File: src/rtl/keypress_sequencer_pkg.sv
// Shared constants and types for the keypress sequencer.
//   - PS/2 set-2 scancodes for the game keys and the break/extended prefixes
//   - 3-bit key codes consumed by the Simon game FSM
//   - seq_state_t: prefix-tracking FSM states
//   - decode_key(): scancode byte -> key code
// Optional feature macro: KEYSEQ_RELEASE_EVT_EN (widens FIFO entries by a release flag).
package simon_pkg;

  localparam logic [7:0] SC_Q     = 8'h15;
  localparam logic [7:0] SC_W     = 8'h1D;
  localparam logic [7:0] SC_A     = 8'h1C;
  localparam logic [7:0] SC_S     = 8'h1B;
  localparam logic [7:0] SC_ENTER = 8'h5A;
  localparam logic [7:0] SC_BREAK = 8'hF0;
  localparam logic [7:0] SC_EXT   = 8'hE0;

  localparam logic [2:0] KEY_GREEN  = 3'd0;
  localparam logic [2:0] KEY_RED    = 3'd1;
  localparam logic [2:0] KEY_YELLOW = 3'd2;
  localparam logic [2:0] KEY_BLUE   = 3'd3;
  localparam logic [2:0] KEY_ENTER  = 3'd4;
  localparam logic [2:0] KEY_NONE   = 3'd5;

  localparam int unsigned NumKeys = 5;

`ifdef KEYSEQ_RELEASE_EVT_EN
  localparam int unsigned EvtWidth = 4;  // {release, code}
`else
  localparam int unsigned EvtWidth = 3;  // code
`endif

  typedef enum logic [1:0] {
    StIdle,
    StBrk,
    StExt,
    StExtBrk
  } seq_state_t;

  function automatic logic [2:0] decode_key(input logic [7:0] sc);
    logic [2:0] code;
    case (sc)
      SC_Q:     code = KEY_GREEN;
      SC_W:     code = KEY_RED;
      SC_A:     code = KEY_YELLOW;
      SC_S:     code = KEY_BLUE;
      SC_ENTER: code = KEY_ENTER;
      default:  code = KEY_NONE;
    endcase
    return code;
  endfunction

endpackage

File: src/rtl/keypress_sequencer_if.sv
// Bundle between the scancode source / game FSM and the keypress sequencer.
//   scan_valid/scan_byte : scancode strobe and byte (source -> sequencer)
//   flush                : synchronous clear request (source -> sequencer)
//   evt_valid/evt_ready  : event handshake, evt_code is the head key code
//   ovf_cnt, busy        : status (sequencer -> consumer)
//   evt_release          : present only with KEYSEQ_RELEASE_EVT_EN defined
// modport master: environment side; modport slave: sequencer side.
interface keypress_sequencer_if;
  logic       scan_valid;
  logic [7:0] scan_byte;
  logic       flush;
  logic       evt_valid;
  logic       evt_ready;
  logic [2:0] evt_code;
  logic [7:0] ovf_cnt;
  logic       busy;
`ifdef KEYSEQ_RELEASE_EVT_EN
  logic       evt_release;

  modport master (
    output scan_valid, scan_byte, flush, evt_ready,
    input  evt_valid, evt_code, ovf_cnt, busy, evt_release
  );
  modport slave (
    input  scan_valid, scan_byte, flush, evt_ready,
    output evt_valid, evt_code, ovf_cnt, busy, evt_release
  );
`else
  modport master (
    output scan_valid, scan_byte, flush, evt_ready,
    input  evt_valid, evt_code, ovf_cnt, busy
  );
  modport slave (
    input  scan_valid, scan_byte, flush, evt_ready,
    output evt_valid, evt_code, ovf_cnt, busy
  );
`endif
endinterface

File: src/rtl/keypress_sequencer_key_event_fifo.sv
// Small synchronous FIFO for key events.
//   clk, rst_n : clock, asynchronous active-low reset
//   clear_i    : synchronous empty (wins over push/pop)
//   push_i     : write data_i; accepted when not full, or when full with pop_i
//   pop_i      : drop head entry when non-empty
//   data_o     : head entry, forced to zero when empty
//   full_o, empty_o : status from pointers with an extra wrap bit
module key_event_fifo #(
  parameter int unsigned Width = 3,
  parameter int unsigned Depth = 4
) (
  input  logic             clk,
  input  logic             rst_n,
  input  logic             clear_i,
  input  logic             push_i,
  input  logic [Width-1:0] data_i,
  input  logic             pop_i,
  output logic [Width-1:0] data_o,
  output logic             full_o,
  output logic             empty_o
);

  localparam int unsigned AddrW = $clog2(Depth);
  localparam int unsigned PtrW  = AddrW + 1;

  logic [Width-1:0] mem_q [Depth];
  logic [PtrW-1:0]  wptr_q, wptr_d;
  logic [PtrW-1:0]  rptr_q, rptr_d;
  logic             do_push, do_pop;

  assign empty_o = (wptr_q == rptr_q);
  assign full_o  = (wptr_q[AddrW] != rptr_q[AddrW]) &&
                   (wptr_q[AddrW-1:0] == rptr_q[AddrW-1:0]);

  assign do_pop  = pop_i && !empty_o;
  // A full FIFO still takes a push when the head leaves in the same cycle.
  assign do_push = push_i && (!full_o || do_pop);

  always_comb begin
    wptr_d = wptr_q;
    rptr_d = rptr_q;
    if (clear_i) begin
      wptr_d = '0;
      rptr_d = '0;
    end else begin
      if (do_push) wptr_d = wptr_q + PtrW'(1);
      if (do_pop)  rptr_d = rptr_q + PtrW'(1);
    end
  end

  always_ff @(posedge clk or negedge rst_n) begin
    if (!rst_n) begin
      wptr_q <= '0;
      rptr_q <= '0;
    end else begin
      wptr_q <= wptr_d;
      rptr_q <= rptr_d;
    end
  end

  // Storage needs no reset: the output is masked while empty.
  always_ff @(posedge clk) begin
    if (do_push && !clear_i) mem_q[wptr_q[AddrW-1:0]] <= data_i;
  end

  assign data_o = empty_o ? '0 : mem_q[rptr_q[AddrW-1:0]];

endmodule

File: src/rtl/keypress_sequencer.sv
// Keypress sequencer: turns the raw PS/2 scancode stream into one press event per
// physical keystroke for the Simon game FSM.
//   clk, rst_n : clock, asynchronous active-low reset
//   bus.slave  : scan_valid/scan_byte in, flush in, evt_valid/evt_ready/evt_code
//                event handshake, ovf_cnt (saturating drop count), busy (prefix pending)
// Parameters: DEPTH (event FIFO entries, power of 2, >= 2), TIMEOUT_CYC (idle cycles
// in a prefix state before it is abandoned).
// Optional feature macro: KEYSEQ_RELEASE_EVT_EN -- breaks of held keys also queue
// events, flagged on bus.evt_release.
module keypress_sequencer
  import simon_pkg::*;
#(
  parameter int unsigned DEPTH       = 4,
  parameter int unsigned TIMEOUT_CYC = 50000
) (
  input  logic                 clk,
  input  logic                 rst_n,
  keypress_sequencer_if.slave  bus
);

  localparam int unsigned CntW = (TIMEOUT_CYC > 2) ? $clog2(TIMEOUT_CYC) : 1;
  localparam logic [CntW-1:0] CntLast = CntW'(TIMEOUT_CYC - 1);

  seq_state_t          state_q, state_d;
  logic [NumKeys-1:0]  held_q, held_d;
  logic [CntW-1:0]     cnt_q, cnt_d;
  logic [7:0]          ovf_q, ovf_d;

  logic [2:0]          key;
  logic                push;
  logic                push_rel;
  logic [2:0]          push_code;
  logic [EvtWidth-1:0] push_data;
  logic [EvtWidth-1:0] head;
  logic                fifo_full, fifo_empty;
  logic                pop;

  assign key = decode_key(bus.scan_byte);
  assign pop = !fifo_empty && bus.evt_ready;

  always_comb begin
    state_d   = state_q;
    held_d    = held_q;
    cnt_d     = cnt_q;
    push      = 1'b0;
    push_rel  = 1'b0;
    push_code = key;
    if (bus.flush) begin
      // Flush also swallows a coincident scancode byte.
      state_d = StIdle;
      held_d  = '0;
      cnt_d   = '0;
    end else if (bus.scan_valid) begin
      cnt_d = '0;
      unique case (state_q)
        StIdle: begin
          if (bus.scan_byte == SC_BREAK) begin
            state_d = StBrk;
          end else if (bus.scan_byte == SC_EXT) begin
            state_d = StExt;
          end else if (key != KEY_NONE && !held_q[key]) begin
            // Held keys are typematic repeats and produce nothing.
            held_d[key] = 1'b1;
            push        = 1'b1;
          end
        end
        StBrk: begin
          state_d = StIdle;
          if (key != KEY_NONE) begin
            held_d[key] = 1'b0;
`ifdef KEYSEQ_RELEASE_EVT_EN
            push     = held_q[key];
            push_rel = 1'b1;
`endif
          end
        end
        StExt: begin
          state_d = StIdle;
          if (bus.scan_byte == SC_BREAK) begin
            state_d = StExtBrk;
          end else if (bus.scan_byte == SC_ENTER && !held_q[KEY_ENTER]) begin
            // Keypad enter shares the key code with main enter.
            held_d[KEY_ENTER] = 1'b1;
            push              = 1'b1;
            push_code         = KEY_ENTER;
          end
        end
        StExtBrk: begin
          state_d = StIdle;
          if (bus.scan_byte == SC_ENTER) begin
            held_d[KEY_ENTER] = 1'b0;
            push_code         = KEY_ENTER;
`ifdef KEYSEQ_RELEASE_EVT_EN
            push     = held_q[KEY_ENTER];
            push_rel = 1'b1;
`endif
          end
        end
        default: state_d = StIdle;
      endcase
    end else if (state_q != StIdle) begin
      // A stalled prefix (e.g. a lost byte) must not capture the next keystroke.
      if (cnt_q == CntLast) begin
        state_d = StIdle;
        cnt_d   = '0;
      end else begin
        cnt_d = cnt_q + CntW'(1);
      end
    end
  end

`ifdef KEYSEQ_RELEASE_EVT_EN
  assign push_data = {push_rel, push_code};
`else
  assign push_data = push_code;
`endif

  // A push into a full FIFO without a simultaneous pop is lost and counted.
  always_comb begin
    ovf_d = ovf_q;
    if (push && fifo_full && !pop && ovf_q != 8'hFF) ovf_d = ovf_q + 8'd1;
  end

  always_ff @(posedge clk or negedge rst_n) begin
    if (!rst_n) begin
      state_q <= StIdle;
      held_q  <= '0;
      cnt_q   <= '0;
      ovf_q   <= '0;
    end else begin
      state_q <= state_d;
      held_q  <= held_d;
      cnt_q   <= cnt_d;
      ovf_q   <= ovf_d;
    end
  end

  key_event_fifo #(
    .Width (EvtWidth),
    .Depth (DEPTH)
  ) u_fifo (
    .clk     (clk),
    .rst_n   (rst_n),
    .clear_i (bus.flush),
    .push_i  (push),
    .data_i  (push_data),
    .pop_i   (pop),
    .data_o  (head),
    .full_o  (fifo_full),
    .empty_o (fifo_empty)
  );

  assign bus.evt_valid = !fifo_empty;
  assign bus.evt_code  = head[2:0];
  assign bus.ovf_cnt   = ovf_q;
  assign bus.busy      = (state_q != StIdle);
`ifdef KEYSEQ_RELEASE_EVT_EN
  assign bus.evt_release = head[3];
`endif

  // Keep push_rel referenced in builds without release events.
  logic unused_rel;
  assign unused_rel = push_rel;

endmodule
File: src/flat_wrapper.sv
// flat-port wrapper written by rule: the top's interface ports become plain ports
module keypress_sequencer_flat import simon_pkg::*;
#(
  parameter int unsigned DEPTH       = 4,
  parameter int unsigned TIMEOUT_CYC = 50000
)
  (clk, rst_n, bus_scan_valid, bus_scan_byte, bus_flush, bus_evt_ready, bus_evt_valid, bus_evt_code, bus_ovf_cnt, bus_busy);
  keypress_sequencer_if bus_i ();
  input  logic clk;
  input  logic rst_n;
  input wire logic [$bits(bus_i.scan_valid)-1:0] bus_scan_valid;
  input wire logic [$bits(bus_i.scan_byte)-1:0] bus_scan_byte;
  input wire logic [$bits(bus_i.flush)-1:0] bus_flush;
  input wire logic [$bits(bus_i.evt_ready)-1:0] bus_evt_ready;
  output wire logic [$bits(bus_i.evt_valid)-1:0] bus_evt_valid;
  output wire logic [$bits(bus_i.evt_code)-1:0] bus_evt_code;
  output wire logic [$bits(bus_i.ovf_cnt)-1:0] bus_ovf_cnt;
  output wire logic [$bits(bus_i.busy)-1:0] bus_busy;
  assign bus_i.scan_valid = bus_scan_valid;
  assign bus_i.scan_byte = bus_scan_byte;
  assign bus_i.flush = bus_flush;
  assign bus_i.evt_ready = bus_evt_ready;
  assign bus_evt_valid = bus_i.evt_valid;
  assign bus_evt_code = bus_i.evt_code;
  assign bus_ovf_cnt = bus_i.ovf_cnt;
  assign bus_busy = bus_i.busy;
  keypress_sequencer #(.DEPTH(DEPTH), .TIMEOUT_CYC(TIMEOUT_CYC)) u_core (.clk(clk), .rst_n(rst_n), .bus(bus_i));
endmodule
File: config.mk
export PLATFORM = sky130hd
export DESIGN_NAME = keypress_sequencer_flat
export DESIGN_NICKNAME = d
export VERILOG_FILES = /design/src/rtl/keypress_sequencer_pkg.sv /design/src/rtl/keypress_sequencer_if.sv /design/src/rtl/keypress_sequencer_key_event_fifo.sv /design/src/rtl/keypress_sequencer.sv /design/src/flat_wrapper.sv
export SDC_FILE = /design/constraint.sdc
export NUM_CORES = 1
export LEC_CHECK = 0
export BUFFER_PORTS_ARGS = -buffer_cell sky130_fd_sc_hd__buf_4
export CORE_MARGIN = 2
export CORE_UTILIZATION = 45
export CTS_BUF_LIST = sky130_fd_sc_hd__clkbuf_2
export DETAILED_ROUTE_END_ITERATION = 10
export GPL_TIMING_DRIVEN = 0
export SYNTH_ARGS = -nofsm -noshare
export SYNTH_HDL_FRONTEND = slang
export SYNTH_SLANG_ARGS = --single-unit
File: constraint.sdc
create_clock -name clk -period 2.6 [get_ports clk]
set_input_delay 0.39 -clock clk [delete_from_list [all_inputs] [get_ports clk]]
set_output_delay 0.39 -clock clk [all_outputs]
set_load 0.02 [all_outputs]
==> out/results.txt <==
Status - finished, final reports clean
Min Clock Period, post-route - 2410 ps
Final Max Tran Viols - 0
Commonest cells after routing, fill and taps aside - dfrtp_1, nor2_1, buf_4
GRT Util Overall - 17.5%
Final hold vios - 0
Crit path top cell by count - xor2_1
Max cap viols - 0
Largest net degree at the start of global routing - 38
Slew headroom - 50.5%
CTS root buf - clkbuf_2
Worst EP arrival - 2800 ps
Reg clk slew, reported paths - 270 ps
Synth cell types - 57
TritonCTS Sinks - 49
Nets@finish - 328
R2R cell count - 7
Post-Syn Instances - 275
Detailed Route Iter0 Violations - 176
Initial Util - 47.3%
Hold endpoint - u_core.state_q[0]
P per Cell Area - 379 mW/mm²
Synth top area share - 32.5%
Grt ovf - 0
Proportion of layout cells with a drive suffix above 1 - 16.2%
Mapped Area - 0.00285 mm²
Core area - 0.00603 mm²
Crit Path Class - reg2reg
Die X - 83.6 µm
Std-Cell Rows - 28
Vias in the first global route - 2048
HP Start - bus_scan_byte[4]
Dominant delay contributor by cell family on the critical path - simple AND/OR/NAND/NOR gates
H-Tree Depth - 2
FF-to-FF setup slack - 190 ps
Yosys warns - 0
Max Freq - 416 MHz
Post-synth ARST share - 75.5%
DR WL/cell - 15.2 µm
Clk Latency, worst-skew pair - 430 ps
Setup violators final - 0
Height of the chip - 83.6 µm
Mapped Nets - 295
Crit-path max cell delay - 570 ps
FF-to-FF Start - u_core.u_fifo.rptr_q[1]
Worst Path Max Fanout - 8
First-pass DRT Iterations - 4
Final setup skew - 16.5 ps
Pleak - 1.37 nW
EDFF count, synth - 12
Buffer and inverter count on the worst path - 0
Critical path required time - 2990 ps
Mean Syn Cell Area - 10.4 µm²
Setup TNS - 0 ps
Final period utilization - 92.5%
Synth area leaders - dfrtp_1, edfxtp_1, nor2_1
Worst-margin pin slew - 736 ps
Commonest register cell after synthesis - dfrtp_1
Worst Setup End Kind - register
Die ar. - 0.00699 mm²
Post-Route WL - 5.85 mm
Worst r2r dst - u_core.bus.ovf_cnt[5]
Slowest CP cell - or4_4
DRT antenna net count - 0
Drt drc - 0
Critical Path Start Type - register
Final Wtd Congestion - 0.831
#FFs+latches synth - 49
Port Buf Inserts - 25
Post-CTS setup buffer count - 0
Drt via density - 5.60
CTS tree - built
Register area share after synthesis - 45.1%
First-pass GRT wire length - 10.0 mm
I/O pin cnt - 26
Via count - 2151
CP Cell Sequence - xor2_1 > or4_4 > a31oi_4 > and3_4 > a32oi_4 > nor4b_4 > xor2_1
Post-DP HPWL - 4.21 mm
VDD IR max - 208 µV
CTS Buffer Depth - 2
HP Class - in2reg
Commonest non-fill, non-tap cell in the layout - dfrtp_1
RSZ-0062 raised after global routing - false
Total power - 0.00121 W
Post-layout utilization of the core - 53.1%
Yosys top cell by area - dfrtp_1
CTS buffer count - 5
Worst hold path depth - 3
Area Growth Syn to Fin - 12.2%
Initial antenna violation count - 0
ANT cells - 0
## layer usage
metal / global-route usage, % / part of all wire (%) / vias to the layer above
li1: - / - / 1070
met1: 25.0 / 49 / 1040
met2: 27.0 / 46 / 36
met3: 4.06 / 3.7 / 5
met4: 4.25 / 1.0 / 0
met5: 0 / 0 / -
## worst max path at each step
stage | startpoint | end | cells past startpoint
6_report | u_core.u_fifo.rptr_q[1] | u_core.bus.ovf_cnt[5] | 7
5_1_grt | u_core.u_fifo.rptr_q[1] | u_core.bus.ovf_cnt[3] | 7
4_1_cts | u_core.cnt_q[12] | u_core.cnt_q[13] | 8
3_5_place_dp | bus_scan_byte[6] | u_core.u_fifo.mem_q[0][0] | 8
3_3_place_gp | bus_scan_byte[6] | u_core.u_fifo.mem_q[1][0] | 8
2_1_floorplan | bus_scan_byte[6] | u_core.u_fifo.mem_q[0][0] | 7
## repair_timing
| item | in CTS | in global routing |
|---|---|---|
| setup endpoints to repair | 0 | 2 |
| hold buffers | 1 | 0 |
| gates resized for setup | 0 | 1 |
| endpoints found under the hold margin | 37 | 0 |
## stage by stage
step | setup WS, ps | hold slack [ps] | area (µm²) | instances
after floorplan | 291 | 94.4 | 2850 | 275
after global placement | -136 | 385 | 3130 | 375
after detailed placement | -151 | 389 | 3130 | 375
after CTS | 101 | 189 | 3190 | 384
after global routing | 26.4 | 165 | 3200 | 384
final | 195 | 201 | 3200 | 384
## synthesized netlist by cell type, types with 2 or more instances
| cell type | n |
|---|---|
| or3b_2 | 2 |
| nor4_1 | 3 |
| dfrtp_1 | 37 |
| clkbuf_1 | 3 |
| a31oi_1 | 3 |
| and3_1 | 3 |
| o31ai_1 | 3 |
| or2_2 | 2 |
| o2111ai_1 | 2 |
| and3b_1 | 3 |
| inv_1 | 9 |
| nand4_1 | 3 |
| o21ai_0 | 15 |
| mux4_1 | 3 |
| nand2b_1 | 11 |
| nor3_1 | 6 |
| and2_1 | 7 |
| ha_1 | 7 |
| nand2_1 | 22 |
| nand3_1 | 12 |
| nor2_1 | 31 |
| a311oi_1 | 2 |
| a21oi_1 | 10 |
| mux2i_1 | 8 |
| nor3b_1 | 3 |
| edfxtp_1 | 12 |
| xor2_1 | 12 |
| a211oi_1 | 2 |
| nor2b_1 | 7 |
| xnor2_1 | 5 |
## power breakdown
| group | internal [W] | switching (W) |
|---|---|---|
| combinational | 0.0000360 | 0.0000565 |
| clock | 0.0000712 | 0.000260 |
| sequential | 0.000788 | 0.000000942 |
| total | 0.000895 | 0.000317 |
## sequential cells by signal, indices dropped and copies added (netlist names)
signal and count:
u_core.u_fifo.mem_q 12, u_core.cnt_q 16, u_core.held_q 5, u_core.bus.ovf_cnt 8
u_core.u_fifo.wptr_q 3, u_core.state_q 2, u_core.u_fifo.rptr_q 3
## cells by family after synthesis
group / count (synthesis) / share of synthesized area, %
and+or+nand+nor: 127 / 25.1
buffers and inverters: 14 / 2.15
DFF: 49 / 45.1
muxes: 13 / 6.37
xor gates and xnor gates: 17 / 5.22
adders and majority gates: 7 / 3.07
AOI/OAI and AO/OA: 48 / 13.0
## worst register-to-register path: stages (launching register included)
cell and delay (ps):
dfrtp_1 530, xor2_1 210, or4_4 570, a31oi_4 200, and3_4 220, a32oi_4 180
nor4b_4 320, xor2_1 160
## layout make-up
class | count | area [µm²]
repair buffers | 26 | 198
well taps | 75 | 93.8
flip-flops and latches | 49 | 1290
clock buffers | 6 | 30.0
inverters | 9 | 33.8
plain buffers | 5 | 27.5
clock inverters | 2 | 13.8
multi-input cells | 212 | 1510
fillers | 554 | 2830
No activity file was read; power rests on OpenSTA's default activity.
